$ cat config.mk
export PLATFORM = sky130hd
export DESIGN_NAME = lamp_conflict_monitor
export DESIGN_NICKNAME = d
export VERILOG_FILES = /design/src/rtl/traffic_pkg.sv /design/src/rtl/lamp_conflict_check.sv /design/src/rtl/lamp_conflict_monitor.sv
export SDC_FILE = /design/constraint.sdc
export NUM_CORES = 1
export LEC_CHECK = 0
export ABC_AREA = 1
export ABC_CLOCK_PERIOD_IN_PS = 3700
export CAP_MARGIN = 20
export CORE_ASPECT_RATIO = 1.75
export CORE_UTILIZATION = 45
export DETAILED_ROUTE_END_ITERATION = 8
export PLACE_DENSITY = 0.72
export SLEW_MARGIN = 15
export SYNTH_ARGS = -nofsm -noshare
export SYNTH_HDL_FRONTEND = slang
export SYNTH_HIERARCHICAL = 1
export SYNTH_SLANG_ARGS = --single-unit
$ cat constraint.sdc
create_clock -name clk -period 3.7 [get_ports clk]
set_input_delay 1.11 -clock clk [delete_from_list [all_inputs] [get_ports clk]]
set_output_delay 1.11 -clock clk [all_outputs]
set_load 0.01 [all_outputs]
$ cat src/rtl/traffic_pkg.sv
// Shared definitions for the lamp conflict monitor.
//   - Lamp encodings (one-hot red/yellow/green, plus all-dark for flashing)
//   - Monitor FSM state encoding
//   - fault_code values
//   - Helpers that classify a single 3-bit lamp command
package traffic_pkg;

  localparam logic [2:0] RED    = 3'b100;
  localparam logic [2:0] YELLOW = 3'b010;
  localparam logic [2:0] GREEN  = 3'b001;
  localparam logic [2:0] DARK   = 3'b000;

  typedef enum logic [1:0] {
    ST_MONITOR = 2'd0,
    ST_PENDING = 2'd1,
    ST_FAULT   = 2'd2,
    ST_RECOVER = 2'd3
  } mon_state_e;

  localparam logic [1:0] FC_NONE     = 2'd0;
  localparam logic [1:0] FC_INVALID  = 2'd1;
  localparam logic [1:0] FC_CONFLICT = 2'd2;
  localparam logic [1:0] FC_STUCK    = 2'd3;

  // A lamp command is legal only if it is exactly one of the three colours.
  function automatic logic lamp_valid(input logic [2:0] l);
    return (l == RED) || (l == YELLOW) || (l == GREEN);
  endfunction

  // Yellow still lets traffic through, so it counts as active.
  function automatic logic lamp_active(input logic [2:0] l);
    return (l == YELLOW) || (l == GREEN);
  endfunction

endpackage

$ cat src/rtl/lamp_conflict_check.sv
// Combinational classifier for one sample of the four lamp commands.
// Ports:
//   m1, m2, side, m1_turn : lamp commands (one-hot 100/010/001)
//   invalid               : some command is not exactly one colour (000 included)
//   conflict              : an incompatible pair of movements is active together
module lamp_conflict_check
  import traffic_pkg::*;
(
  input  logic [2:0] m1,
  input  logic [2:0] m2,
  input  logic [2:0] side,
  input  logic [2:0] m1_turn,
  output logic       invalid,
  output logic       conflict
);

  logic act_m1;
  logic act_m2;
  logic act_side;
  logic act_turn;

  always_comb begin
    act_m1   = lamp_active(m1);
    act_m2   = lamp_active(m2);
    act_side = lamp_active(side);
    act_turn = lamp_active(m1_turn);

    invalid  = !(lamp_valid(m1) && lamp_valid(m2) &&
                 lamp_valid(side) && lamp_valid(m1_turn));

    // M1 and M1Turn share an approach and may run together; every other
    // listed pair crosses paths.
    conflict = (act_m2 && act_turn) || (act_m1 && act_side) ||
               (act_m2 && act_side) || (act_turn && act_side);
  end

endmodule

$ cat src/rtl/lamp_conflict_monitor.sv
// Safety monitor between a traffic controller and the field lamps.
// Passes lamp commands through with one cycle of latency while they are sane;
// blanks to all-red on a suspicious sample, and latches a flashing fault on a
// debounced invalid/conflicting pattern or on inputs that stop changing.
// Ports:
//   clk, rst (async, active-low)
//   light_*_in  : upstream lamp commands (one-hot 100 red / 010 yellow / 001 green)
//   clr_fault   : operator clear pulse, honoured only in FAULT on a clean sample
//   light_*     : registered lamp drives
//   fault       : registered, high in FAULT and RECOVER
//   fault_code  : registered, 0 none / 1 invalid / 2 conflict / 3 stuck
//   dbg_state   : current FSM state (mon_state_e encoding)
module lamp_conflict_monitor
  import traffic_pkg::*;
#(
  parameter int DEBOUNCE    = 2,
  parameter int FLASH_HALF  = 4,
  parameter int STUCK_MAX   = 32,
  parameter int RECOVER_CYC = 8
) (
  input  logic       clk,
  input  logic       rst,
  input  logic [2:0] light_M1_in,
  input  logic [2:0] light_M2_in,
  input  logic [2:0] light_Side_in,
  input  logic [2:0] light_M1Turn_in,
  input  logic       clr_fault,
  output logic [2:0] light_M1,
  output logic [2:0] light_M2,
  output logic [2:0] light_Side,
  output logic [2:0] light_M1Turn,
  output logic       fault,
  output logic [1:0] fault_code,
  output logic [1:0] dbg_state
);

  localparam int DW = 4;
  localparam int SW = $clog2(STUCK_MAX + 1);
  localparam int FW = $clog2(FLASH_HALF + 1);
  localparam int RW = $clog2(RECOVER_CYC + 1);

  localparam logic [DW-1:0] DEBOUNCE_C = DW'(DEBOUNCE);
  localparam logic [SW-1:0] STUCK_C    = SW'(STUCK_MAX);
  localparam logic [FW-1:0] FLASH_C    = FW'(FLASH_HALF);
  localparam logic [RW-1:0] RECOVER_C  = RW'(RECOVER_CYC);

  mon_state_e    state_q, state_d;
  logic [DW-1:0] deb_q, deb_d, deb_inc;
  logic [SW-1:0] stuck_q, stuck_d, stuck_inc;
  logic [RW-1:0] rec_q, rec_d, rec_inc;
  logic [FW-1:0] flash_cnt_q, flash_cnt_d;
  logic          flash_on_q, flash_on_d;
  logic [11:0]   prev_q, prev_d;
  logic [11:0]   lamps_q, lamps_d;
  logic          fault_q, fault_d;
  logic [1:0]    code_q, code_d;

  logic [11:0]   in_bundle;
  logic          invalid, conflict, faulty;
  logic [1:0]    cause;
  logic          deb_hit, stuck_hit, rec_done, enter_fault;

  assign in_bundle = {light_M1_in, light_M2_in, light_Side_in, light_M1Turn_in};

  lamp_conflict_check u_check (
    .m1       (light_M1_in),
    .m2       (light_M2_in),
    .side     (light_Side_in),
    .m1_turn  (light_M1Turn_in),
    .invalid  (invalid),
    .conflict (conflict)
  );

  // Counter increments and the conditions derived from them. All counters
  // saturate rather than wrap.
  always_comb begin
    faulty    = invalid || conflict;
    cause     = invalid ? FC_INVALID : FC_CONFLICT;
    deb_inc   = (deb_q == {DW{1'b1}}) ? deb_q : deb_q + DW'(1);
    rec_inc   = (rec_q == RECOVER_C) ? rec_q : rec_q + RW'(1);
    if (in_bundle != prev_q) begin
      stuck_inc = '0;
    end else begin
      stuck_inc = (stuck_q == STUCK_C) ? stuck_q : stuck_q + SW'(1);
    end
    // deb_q is zero in MONITOR, so this also covers DEBOUNCE=1 there.
    deb_hit   = faulty && (deb_inc >= DEBOUNCE_C);
    stuck_hit = (state_q == ST_MONITOR) && (stuck_inc == STUCK_C);
    rec_done  = (rec_inc == RECOVER_C);
  end

  // State register
  always_ff @(posedge clk or negedge rst) begin
    if (!rst) begin
      state_q <= ST_MONITOR;
    end else begin
      state_q <= state_d;
    end
  end

  // Next-state logic
  always_comb begin
    state_d = state_q;
    unique case (state_q)
      ST_MONITOR: begin
        if (faulty) begin
          state_d = deb_hit ? ST_FAULT : ST_PENDING;
        end else if (stuck_hit) begin
          state_d = ST_FAULT;
        end
      end
      ST_PENDING: begin
        if (!faulty) begin
          state_d = ST_MONITOR;
        end else if (deb_hit) begin
          state_d = ST_FAULT;
        end
      end
      ST_FAULT: begin
        if (clr_fault && !faulty) begin
          state_d = ST_RECOVER;
        end
      end
      ST_RECOVER: begin
        if (faulty) begin
          state_d = ST_FAULT;
        end else if (rec_done) begin
          state_d = ST_MONITOR;
        end
      end
      default: state_d = ST_MONITOR;
    endcase
  end

  // Output and datapath logic. Outputs are computed from the state being
  // entered, so the lamp drives never reproduce a sample that tripped the
  // monitor.
  always_comb begin
    enter_fault = (state_d == ST_FAULT) && (state_q != ST_FAULT);
    prev_d      = in_bundle;
    deb_d       = (state_d == ST_PENDING) ? deb_inc : '0;
    stuck_d     = ((state_q == ST_MONITOR) && (state_d == ST_MONITOR)) ? stuck_inc : '0;
    rec_d       = ((state_q == ST_RECOVER) && (state_d == ST_RECOVER)) ? rec_inc : '0;

    // flash_cnt counts cycles already shown in the current phase, including
    // the cycle being registered now.
    flash_on_d  = 1'b1;
    flash_cnt_d = '0;
    if (state_d == ST_FAULT) begin
      if (enter_fault) begin
        flash_on_d  = 1'b1;
        flash_cnt_d = FW'(1);
      end else if (flash_cnt_q == FLASH_C) begin
        flash_on_d  = !flash_on_q;
        flash_cnt_d = FW'(1);
      end else begin
        flash_on_d  = flash_on_q;
        flash_cnt_d = flash_cnt_q + FW'(1);
      end
    end

    code_d = code_q;
    if (state_d == ST_MONITOR) begin
      code_d = FC_NONE;
    end else if (enter_fault) begin
      code_d = faulty ? cause : FC_STUCK;
    end

    fault_d = (state_d == ST_FAULT) || (state_d == ST_RECOVER);

    unique case (state_d)
      ST_MONITOR: lamps_d = in_bundle;
      ST_FAULT:   lamps_d = flash_on_d ? {4{RED}} : {4{DARK}};
      default:    lamps_d = {4{RED}};
    endcase
  end

  always_ff @(posedge clk or negedge rst) begin
    if (!rst) begin
      deb_q       <= '0;
      stuck_q     <= '0;
      rec_q       <= '0;
      flash_cnt_q <= '0;
      flash_on_q  <= 1'b0;
      prev_q      <= '0;
      lamps_q     <= {4{RED}};
      fault_q     <= 1'b0;
      code_q      <= FC_NONE;
    end else begin
      deb_q       <= deb_d;
      stuck_q     <= stuck_d;
      rec_q       <= rec_d;
      flash_cnt_q <= flash_cnt_d;
      flash_on_q  <= flash_on_d;
      prev_q      <= prev_d;
      lamps_q     <= lamps_d;
      fault_q     <= fault_d;
      code_q      <= code_d;
    end
  end

  assign light_M1     = lamps_q[11:9];
  assign light_M2     = lamps_q[8:6];
  assign light_Side   = lamps_q[5:3];
  assign light_M1Turn = lamps_q[2:0];
  assign fault        = fault_q;
  assign fault_code   = code_q;
  assign dbg_state    = state_q;

endmodule

* Word level (Yosys, flattened, before mapping)
Cells that the tools add are included.
Operators by class: add/sub/neg operators 4, magnitude comparators 1, equality and inequality tests 26, mux-type cells 28, reduce and logical (&&, ||, !) cells 36
Operators with widths (count):
- $mux W2 | 12
- $pmux W12 S2 | 1
- $mux W6 | 3
- $logic_or A1 B1 Y1 | 17
- $mux W4 | 4
- $eq A3 B3 Y1 const B | 5
- $logic_and A1 B1 Y1 | 13
- $eq A3 B1 Y1 const B | 4
- $eq A3 B2 Y1 const B | 4
- $eq A4 B4 Y1 const B | 3
- $eq A6 B6 Y1 const B | 2
- $mux W12 | 1
- $ne A12 B12 Y1 | 1
- $mux W3 | 3
- $add A4 B1 Y4 const B | 2
- $eq A2 B2 Y1 const B | 4
- $pmux W2 S4 | 1
- $add A6 B1 Y6 const B | 1
- $eq A2 B1 Y1 const B | 2
- $ge A4 B2 Y1 const B | 1
- $logic_not A2 Y1 | 2
- $add A3 B1 Y3 const B | 1
- $logic_not A1 Y1 | 3
- $mux W1 | 3
- other kinds (2) | 2
Storage, ports and cells: register bits 47, input bits 15, output and inout bits 17, word-level logic and storage cells 105

* Logic depth before layout (Yosys ltp)
Gate-level depths: netlist (run 1).
word-level depth 18, mapped depth 17, mapped depth without buffers 16

* By module
The synthesis (run 1) kept the hierarchy.
Modules (own cells, without submodules):
- lamp_conflict_monitor | instances 1, cells each 262, area an instance 2213.4 um^2, seq. area each 1181.1 um^2
- lamp_conflict_check | instances 1, cells each 48, area an instance 193.9 um^2, seq. area each 0.0 um^2

* Least setup slack after synthesis (run 1)
No wires, ideal clock.
path kind input-to-reg, start input light_M1Turn_in[1], end register code_q[0] (netlist: fault_code[0]), setup time 0.065 ns, arrival time 2.446 ns, data required time 3.635 ns, slack 1.189 ns, stages on the path 16, path buffers 1, cell sequence nor2_1 -> nand2_1 -> nand2_1 -> nand2_1 -> inv_1 -> nand2_1 -> nor2_1 -> inv_1 -> nor2_1 -> nand3_1 -> nor2_1 -> nand3_2 -> nand3_2 -> buf_6 -> nand3_1 -> nand2_1
On the way: elaborated cells between the ends (all ways) 37, those cells by class eq/ne: 6; mux: 13; reduce/logical: 18
RTL lines:
- start: declaration | RTL line lamp_conflict_monitor.sv:26 | input logic [2:0] light_M1Turn_in,
- $eq A3 B3 Y1 / $eq A3 B2 Y1 (equally long branches) | RTL line traffic_pkg.sv:27 | return (l == RED) || (l == YELLOW) || (l == GREEN);
- $logic_or A1 B1 Y1 | RTL line traffic_pkg.sv:27
- $logic_or A1 B1 Y1 * | RTL line traffic_pkg.sv:27
- $logic_and A1 B1 Y1 * | RTL line lamp_conflict_check.sv:29 | lamp_valid(side) && lamp_valid(m1_turn));
- $logic_not A1 Y1 * | RTL line lamp_conflict_check.sv:28 | invalid = !(lamp_valid(m1) && lamp_valid(m2) &&
- net invalid | RTL line lamp_conflict_monitor.sv:59 | logic invalid, conflict, faulty;
- $logic_or A1 B1 Y1 * | RTL line lamp_conflict_monitor.sv:77 | faulty = invalid || conflict;
- $logic_and A1 B1 Y1 / $logic_not A1 Y1 (equally long branches) | RTL line lamp_conflict_monitor.sv:87, lamp_conflict_monitor.sv:120
- $mux W2, or another cell as far along | RTL line lamp_conflict_monitor.sv:115 | end else if (deb_hit) begin
- $mux W2, on equally long branches | RTL line lamp_conflict_monitor.sv:113, lamp_conflict_monitor.sv:106, lamp_conflict_monitor.sv:120
- $pmux W2 S4 | RTL line lamp_conflict_monitor.sv:104 | unique case (state_q)
- $eq A2 B2 Y1 | RTL line lamp_conflict_monitor.sv:139 | enter_fault = (state_d == ST_FAULT) && (state_q != ST_FAULT);
- $logic_and A1 B1 Y1 | RTL line lamp_conflict_monitor.sv:139
- $reduce_bool A2 Y1 (no source line)
- end signal: assignment | RTL line lamp_conflict_monitor.sv:198 | code_q <= code_d;
- end: declaration | RTL line lamp_conflict_monitor.sv:56 | logic [1:0] code_q, code_d;
Mark *: on every way through the listed nets, which the timed path passes. The rest lies on a longest branch. The select of a mux whose other input is x is not followed. A chain may end at the register's enable or synchronous reset.

* Worst setup path in the final report (run 1)
start input light_M2_in[1], end register lamps_q[2]
On the way: longest elaborated chain between the ends 18, elaborated cells between the ends (all ways) 38, those cells by class eq/ne: 6; mux: 13; reduce/logical: 19
Ends and longest elaborated chain:
- start: declaration | RTL line lamp_conflict_monitor.sv:24 | input logic [2:0] light_M2_in,
- $eq A3 B3 Y1 / $eq A3 B2 Y1 (equally long branches) | RTL line traffic_pkg.sv:27
- $logic_or A1 B1 Y1 | RTL line traffic_pkg.sv:27
- $logic_or A1 B1 Y1 * | RTL line traffic_pkg.sv:27
- $logic_and A1 B1 Y1 * (2 in a row) | RTL line lamp_conflict_check.sv:28
- $logic_and A1 B1 Y1 * | RTL line lamp_conflict_check.sv:29
- $logic_not A1 Y1 * | RTL line lamp_conflict_check.sv:28
- net invalid | RTL line lamp_conflict_monitor.sv:59
- $logic_or A1 B1 Y1 * | RTL line lamp_conflict_monitor.sv:77
- (+3 left out)
- $pmux W2 S4 * | RTL line lamp_conflict_monitor.sv:104
- $eq A2 B2 Y1 | RTL line lamp_conflict_monitor.sv:139, lamp_conflict_monitor.sv:149, lamp_conflict_monitor.sv:171
- $logic_and A1 B1 Y1 | RTL line lamp_conflict_monitor.sv:139
- $mux W1 | RTL line lamp_conflict_monitor.sv:150 | if (enter_fault) begin
- $mux W1 | RTL line lamp_conflict_monitor.sv:149 | if (state_d == ST_FAULT) begin
- $mux W12 | RTL line lamp_conflict_monitor.sv:173 | ST_FAULT: lamps_d = flash_on_d ? {4{RED}} : {4{DARK}};
- $pmux W12 S2 * | RTL line lamp_conflict_monitor.sv:171 | unique case (state_d)
- net lamps_d[2] | RTL line lamp_conflict_monitor.sv:54 | logic [11:0] lamps_q, lamps_d;
- end signal: assignment | RTL line lamp_conflict_monitor.sv:186 | lamps_q <= {4{RED}};
- end signal: assignment | RTL line lamp_conflict_monitor.sv:196 | lamps_q <= lamps_d;
- end: declaration | RTL line lamp_conflict_monitor.sv:54
Mark *: on every way through the listed nets, which the timed path passes. The rest lies on a longest branch.

==> metrics, run 1 <==
mux share of post-synthesis cell area 0%; HP Class reg2reg; CP startpoint light_M2_in[1]; Antenna Cells 0; Overflow after GRT 0; GRT Total Usage between 10% and 20%; hpwl dp between 3000 and 4000 um; Avg Cell Area, Syn 7.77 um2; Max Cap Violations 0; Gate Count Post-Synth 310; Buffers on Ports 31; Crit-path slowest cell clkdlybuf4s50_1; Worst Clk Skew around 0.0059 ns; CTS sink cnt 47; antenna violations before repair 0; CP dominant cell by count nor2_1; Max Freq about 310 MHz; Crit. End Element register; Post-Route WL 4450 um; Final Util between 50 and 60%; I/O pin total 32; CTS Hold Buffers Added 0; Die Wd approximately 57 um; minimum clock period about 3.2 ns; maximum VDD drop 0.316 mV; pin count of the biggest net entering global routing 48; slowest stage delay, CP roughly 0.58 ns; chip height slightly below 100 um; Post-Synth XOR/XNOR Area under 10%; Worst-path clk slew 0.09 ns; CP Data Arrival Time between 3 and 4 ns; Sum Neg Setup Slack 0 ns; first-pass GRT wire length roughly 8000 um; Top delay family on crit path simple AND/OR/NAND/NOR gates; Iter 0 DRT Violations 59; core area approximately 5000 um2; hold path startpoint fault_code[0]$_DFFE_PN0P_; DRC viols 8; reg-to-reg setup timing slack roughly 1.7 ns; drt via density about 4.8; H-tree levels 2; CTS Buffer Depth 2; share of cells above drive strength 1 8.81%; CP Cell Sequence clkdlybuf4s50_1, inv_1, nand2_1, nand3_1, nand2_1, nand2_1, inv_1, nand2_1, nor2_1, inv_1, nor2_1, nand3_1, nor2_1, nand3_2, nand3_2, nor2_1, nor2_1; Startpoint Class input pin; vias in the first global route approximately 1,900; final hold violation count 0; PwrDens 410 nW/um2; period utilisation layout a little under nine tenths; clk_lat worst skew 0.29 ns; synthesized flop and latch total 47; main combinational cell family by area after synthesis simple AND/OR/NAND/NOR gates; GPL Wtd Cong 0.815; CP bufs+invs 4; Overall Power about 1.2 mW; Post-CTS Resized 0; failing checks DRC; postcts setup bufs 0; simple-gate portion of the synthesized area approximately 31%; Compound-Gate Fraction of Synth Area under 10%; sequential fraction of the synthesis area just under 50%; YS warnings 6; Synth Area in Adders 3.64%; DR vias between 1,500 and 2,000; final setup fails 0; DRT Pass-1 Iters 6; Final Max Tran Viols 0; worst slew pin tran ~0.56 ns; RSZ-0062 raised after global routing no; Leak around 1.6 nW; WP depth 17; Worst R2R Start rec_q[0]$_DFF_PN0_; post-synth cell types 25; # rows 34; DIE AREA 5660 um2; Required @ worst endpoint between 3 and 4 ns; area growth from synthesis to layout 21.1%; total CTS buffers 5; wire per inst 11.0 um; worst setup path class in2reg; Post-Syn Area 2410 um2; largest fanout on the critical path 14; antenna viol nets, final 0; root buf cell clkbuf_8; outcome finished, violations left; CTS tree done; Worst Setup EP lamps_q[2]$_DFF_PN1_; Starting Density 47.6%; final net count between 300 and 400; Reg2Reg Capture Point lamps_q[2]$_DFF_PN1_; Relative slew margins between 60 and 70%; R2R cell count 13
state kept, by name (all words and copies together) (netlist names), 2 cells and up:
signal / count
lamps_q: 12
prev_q: 12
stuck_q: 6
deb_q: 4
rec_q: 4
flash_cnt_q: 3
dbg_state: 2
fault_code: 2
metrics by stage:
stage	hold slack, ns	cell area [um2]	worst slack (ns)	std cells
finish	0.516	2920	0.524	406
global route	0.558	2920	0.213	406
CTS	0.516	2890	0.528	405
detailed placement	0.496	2780	0.219	397
global placement	0.490	2780	0.346	397
floorplan	0.512	2410	1.19	312
logic make-up (layout without fill, tap and decap cells):
kind of cell	Yosys count	in the layout
AND/OR/NAND/NOR	171	171
buffers and inverters	67	107
flip-flops	47	47
AO/OA/AOI/OAI	8	8
other	1	3
adder cells (fa/ha/maj)	7	7
XOR/XNOR	9	9
metal layers:
metal,up-vias,track usage (%),share of wire [%]
li1,1001,-,-
met1,899,20.1,40
met2,33,34.2,55
met3,10,2.49,2.6
met4,0,7.32,2.3
met5,-,0,0
worst min-delay path by stage:
stage,end,cells past startpoint
after floorplan,fault_code[0]$_DFFE_PN0P_,2
after global placement,fault_code[1]$_DFFE_PN0P_,2
after detailed placement,fault_code[0]$_DFFE_PN0P_,2
after CTS,fault_code[0]$_DFFE_PN0P_,2
after global routing,fault_code[0]$_DFFE_PN0P_,2
final,fault_code[0]$_DFFE_PN0P_,2
worst min-delay path, stage by stage (launching register included):
cell and delay (ns):
dfrtp_1 0.37, nand2_1 0.06, nand2_1 0.05
synth_stat cells:
cell type / number / area share [%]
nor2_4: 1 / 0.47
xor2_1: 4 / 1.5
inv_2: 1 / 0.16
o21ai_2: 1 / 0.36
conb_1: 1 / 0.16
nor3_1: 2 / 0.42
ha_1: 7 / 3.6
o21ai_0: 2 / 0.42
nor2_1: 40 / 6.2
or2_1: 1 / 0.26
nor3_2: 1 / 0.42
nand2_2: 3 / 0.78
buf_6: 1 / 0.47
dfrtp_1: 43 / 45
a21oi_1: 4 / 0.83
nor2_2: 4 / 1.0
nor4_1: 1 / 0.26
nand3_1: 19 / 4.0
nand3_2: 5 / 2.1
dfstp_2: 4 / 4.4
nand2_1: 87 / 14
inv_1: 65 / 10
o21ai_1: 1 / 0.21
nand4_1: 7 / 1.8
xnor2_1: 5 / 1.8
power breakdown:
part / switching, mW / internal (mW)
clock network: 0.166 / 0.170
logic: 0.126 / 0.119
registers: 0.0270 / 0.588
total: 0.319 / 0.877
cell usage in the layout (no fill, tap or decap):
cell             instances
inv_1                   65
nor4_1                   1
conb_1                   3
clkdlybuf4s50_1         30
clkinvlp_4               1
a21oi_1                  4
nor3_2                   1
buf_2                    1
clkbuf_8                 7
nand4_1                  7
buf_4                    1
nor2_4                   1
ha_1                     7
dfstp_2                  4
nand2_2                  3
or2_1                    1
nand2_1                 87
nor3_1                   2
o21ai_0                  2
dfrtp_1                 43
nand3_2                  5
xnor2_1                  5
nand3_1                 19
inv_2                    1
xor2_1                   4
o21ai_1                  1
buf_16                   1
o21ai_2                  1
nor2_1                  40
nor2_2                   4
final cells by class:
type | instances | area [um2]
fillers | 485 | 2150
flip-flops and latches | 47 | 1180
multi-input cells | 198 | 975
repair buffers | 33 | 340
inverters | 66 | 248
clock buffers | 7 | 96.3
well taps | 54 | 67.6
clock inverters | 1 | 7.51
No activity file was read; power rests on OpenSTA's default activity.
==> inputs of run 2 (changes only) <==
CELL_PAD_IN_SITES_DETAIL_PLACEMENT = 0   (was not set)
CELL_PAD_IN_SITES_GLOBAL_PLACEMENT = 1   (was not set)
CORE_UTILIZATION = 30   (was 45)
PLACE_DENSITY = 0.67   (was 0.72)
==> run 2 against run 1 <==
Effect of this change:
- the run now ends clean
- clock power is 29% higher
- final cell count is 8.1% higher
- die area grew 48%
- wire length up 11%
- critical path depth is the same
- design area up 1.9%
- global-route usage decreased by 5.0 points
- first-iteration DRC count down 19%
- sequential power hardly changed
- critical path type unchanged
- highest routed layer unchanged
==> metrics, run 2 (same netlist as run 1, synthesis figures left out) <==
Logic pwr share 18.5% (-2.0 points); Overflow after GRT 0 (unchanged); RSZ-0062 raised after global routing no; most common cell after layout, fill and taps aside nand2_1; antenna viol nets, final 0 (unchanged); Crit-path slowest cell clkdlybuf4s50_1; # rows 42 (+24%); CTS sink cnt 47 (unchanged); multi-input logic area 975 um2 (unchanged); Worst Clk Skew 0.00438 ns (-0.00149 ns); Antenna Cells 0 (unchanged); Die Wd 69.7 um (+22%); Reg2Reg Capture Point fault_code[1]$_DFFE_PN0P_; worst slew pin tran 0.602 ns (+0.0461 ns); Fin Hold WS 0.499 ns (-0.0173 ns); Iter 0 DRT Violations 48 (-19%); Post-Route WL 4950 um (+11%); pin count of the biggest net entering global routing 48 (unchanged); Final Max Tran Viols 0 (unchanged); first-pass GRT wire length 8510 um (+6.3%); hpwl dp 3830 um (+11%); chip height 121 um (+22%); largest fanout on the critical path 14 (unchanged); CTS tree done; Relative slew margins 59.9% (-3.1 points); Worst-path clk slew 0.06 ns (-0.03 ns); Largest regs lamps_q (12), prev_q (12), stuck_q (6); Worst R2R Start rec_q[0]$_DFF_PN0_; CP dominant cell by count nor2_1; GRT Total Usage 13.2% (-5.0 points); drt via density 4.30 (-10%); Starting Density 31.4% (-16 points); most frequent cells in the layout 87 x nand2_1, 65 x inv_1, 43 x dfrtp_1; worst setup path class in2reg; Crit. End Element register; maximum VDD drop 0.341 mV (+8.0%); final setup margin 0.568 ns (+0.0449 ns); P_int 954 uW (+8.9%); Overall Power 1.29 mW (+8.0%); final hold violation count 0 (unchanged); clk_lat worst skew 0.29 ns (about the same); Switching Fraction 26.1% (-0.59 points); final net count 372 (-0.27%); CTS Buffer Depth 2 (unchanged); antenna violations before repair 0 (unchanged); Buffers on Ports 31 (unchanged); GPL Wtd Cong 0.774 (-5.0%); pre-CTS WS 0.218 ns (-0.000542 ns); switching power 337 uW (+5.6%); Startpoint Class input pin; Reg power frac 47.8% (-3.6 points); depth of the worst hold-timing path 2 (unchanged); reg-to-reg setup timing slack 1.67 ns (-0.02 ns); DIE AREA 8400 um2 (+48%); CTS Hold Buffers Added 0 (unchanged); share of cells above drive strength 1 8.26% (-0.54 points); HP Class reg2reg; Max Cap Violations 0 (unchanged); Hold EP fault_code[1]$_DFFE_PN0P_; DRC viols 0 (-8); Post-CTS Resized 0 (unchanged); slowest stage delay, CP 0.60 ns (+0.02 ns); postcts setup bufs 0 (unchanged); power share of the clock group 33.7% (+5.6 points); H-tree levels 2 (unchanged); area growth from synthesis to layout 23.4%; outcome finished, final reports clean; wire per inst 11.3 um (+2.9%); R2R cell count 13 (unchanged); PwrDens 435 nW/um2 (+6.0%); I/O pin total 32 (unchanged); Sum Neg Setup Slack 0 ns (unchanged); core area 7670 um2 (+52%); Max Freq 319 MHz (+1.4%); Register Area 1180 um2 (unchanged); CP Cell Sequence clkdlybuf4s50_1, inv_1, nand2_1, nand3_1, nand2_1, nand2_1, inv_1, nand2_1, nor2_1, inv_1, nor2_1, nand3_1, nor2_1, nand3_2, nand3_2, nor2_1, nor2_1; root buf cell clkbuf_16; period utilisation layout 84.6% (-1.2 points); vias in the first global route 1,900 (+1.1%); Required @ worst endpoint 3.92 ns (about the same); hold path startpoint fault_code[1]$_DFFE_PN0P_; total CTS buffers 5 (unchanged); CP Data Arrival Time 3.35 ns (-0.05 ns); minimum clock period 3.13 ns (-0.0449 ns); Leak 1.56 nW (+0.29%); FILL cells 809 (+67%); DR vias 1,889 (-2.8%); final setup fails 0 (unchanged); DRT Pass-1 Iters 4 (-2)
run 2: cell count changes in the layout (fill, tap and decap cells not counted), sizes merged:
cell,change
buf,-1
clkinv,+1
clkbuf,-1
run 2: per-stage QoR:
step	util, %	cell area (um2)	cells
floorplan	-	2410	312
global placement	36.8	2830	431
detailed placement	36.8	2830	431
CTS	38.7	2970	439
global route	38.7	2970	439
finish	38.7	2970	439
run 2: cell type report:
class	count	area share, %
multi-input cells	198	32.8
flip-flops and latches	47	39.8
well taps	88	3.71
clock buffers	6	4.34
inverters	66	8.34
clock inverters	2	0.421
repair buffers	32	10.6
run 2: layer usage:
layer	vias up	track usage (%)	share of wire [%]
li1	1004	-	-
met1	849	11.9	37
met2	29	27.4	59
met3	7	2.25	2.6
met4	0	6.00	1.8
met5	-	0	0
run 2: how the worst max path moves through the flow:
stage                       start                        end  slack, ns
3_3_place_gp       light_M2_in[1]       lamps_q[5]$_DFF_PN1_       0.29
3_5_place_dp       light_M2_in[1]       lamps_q[5]$_DFF_PN1_       0.22
5_1_grt            light_M1_in[1]  fault_code[1]$_DFFE_PN0P_       0.22
2_1_floorplan  light_M1Turn_in[1]  fault_code[0]$_DFFE_PN0P_       1.19
4_1_cts            light_M2_in[1]       lamps_q[5]$_DFF_PN1_       0.52
6_report           light_M2_in[1]       lamps_q[5]$_DFF_PN1_       0.57
run 2: critical path, delay by kind of cell:
family | cells | cell delay, ns
AND/OR/NAND/NOR | 13 | 1.41
buffers and inverters | 4 | 0.83
run 2: power groups by stage:
stage | Sequential [mW] | Combinational (mW) | Clock, mW
after global routing | 0.623 | 0.272 | 0.472
after CTS | 0.619 | 0.245 | 0.454
final | 0.618 | 0.239 | 0.435
after floorplan | 0.635 | 0.117 | 0
after global placement | 0.625 | 0.243 | 0
after detailed placement | 0.628 | 0.244 | 0
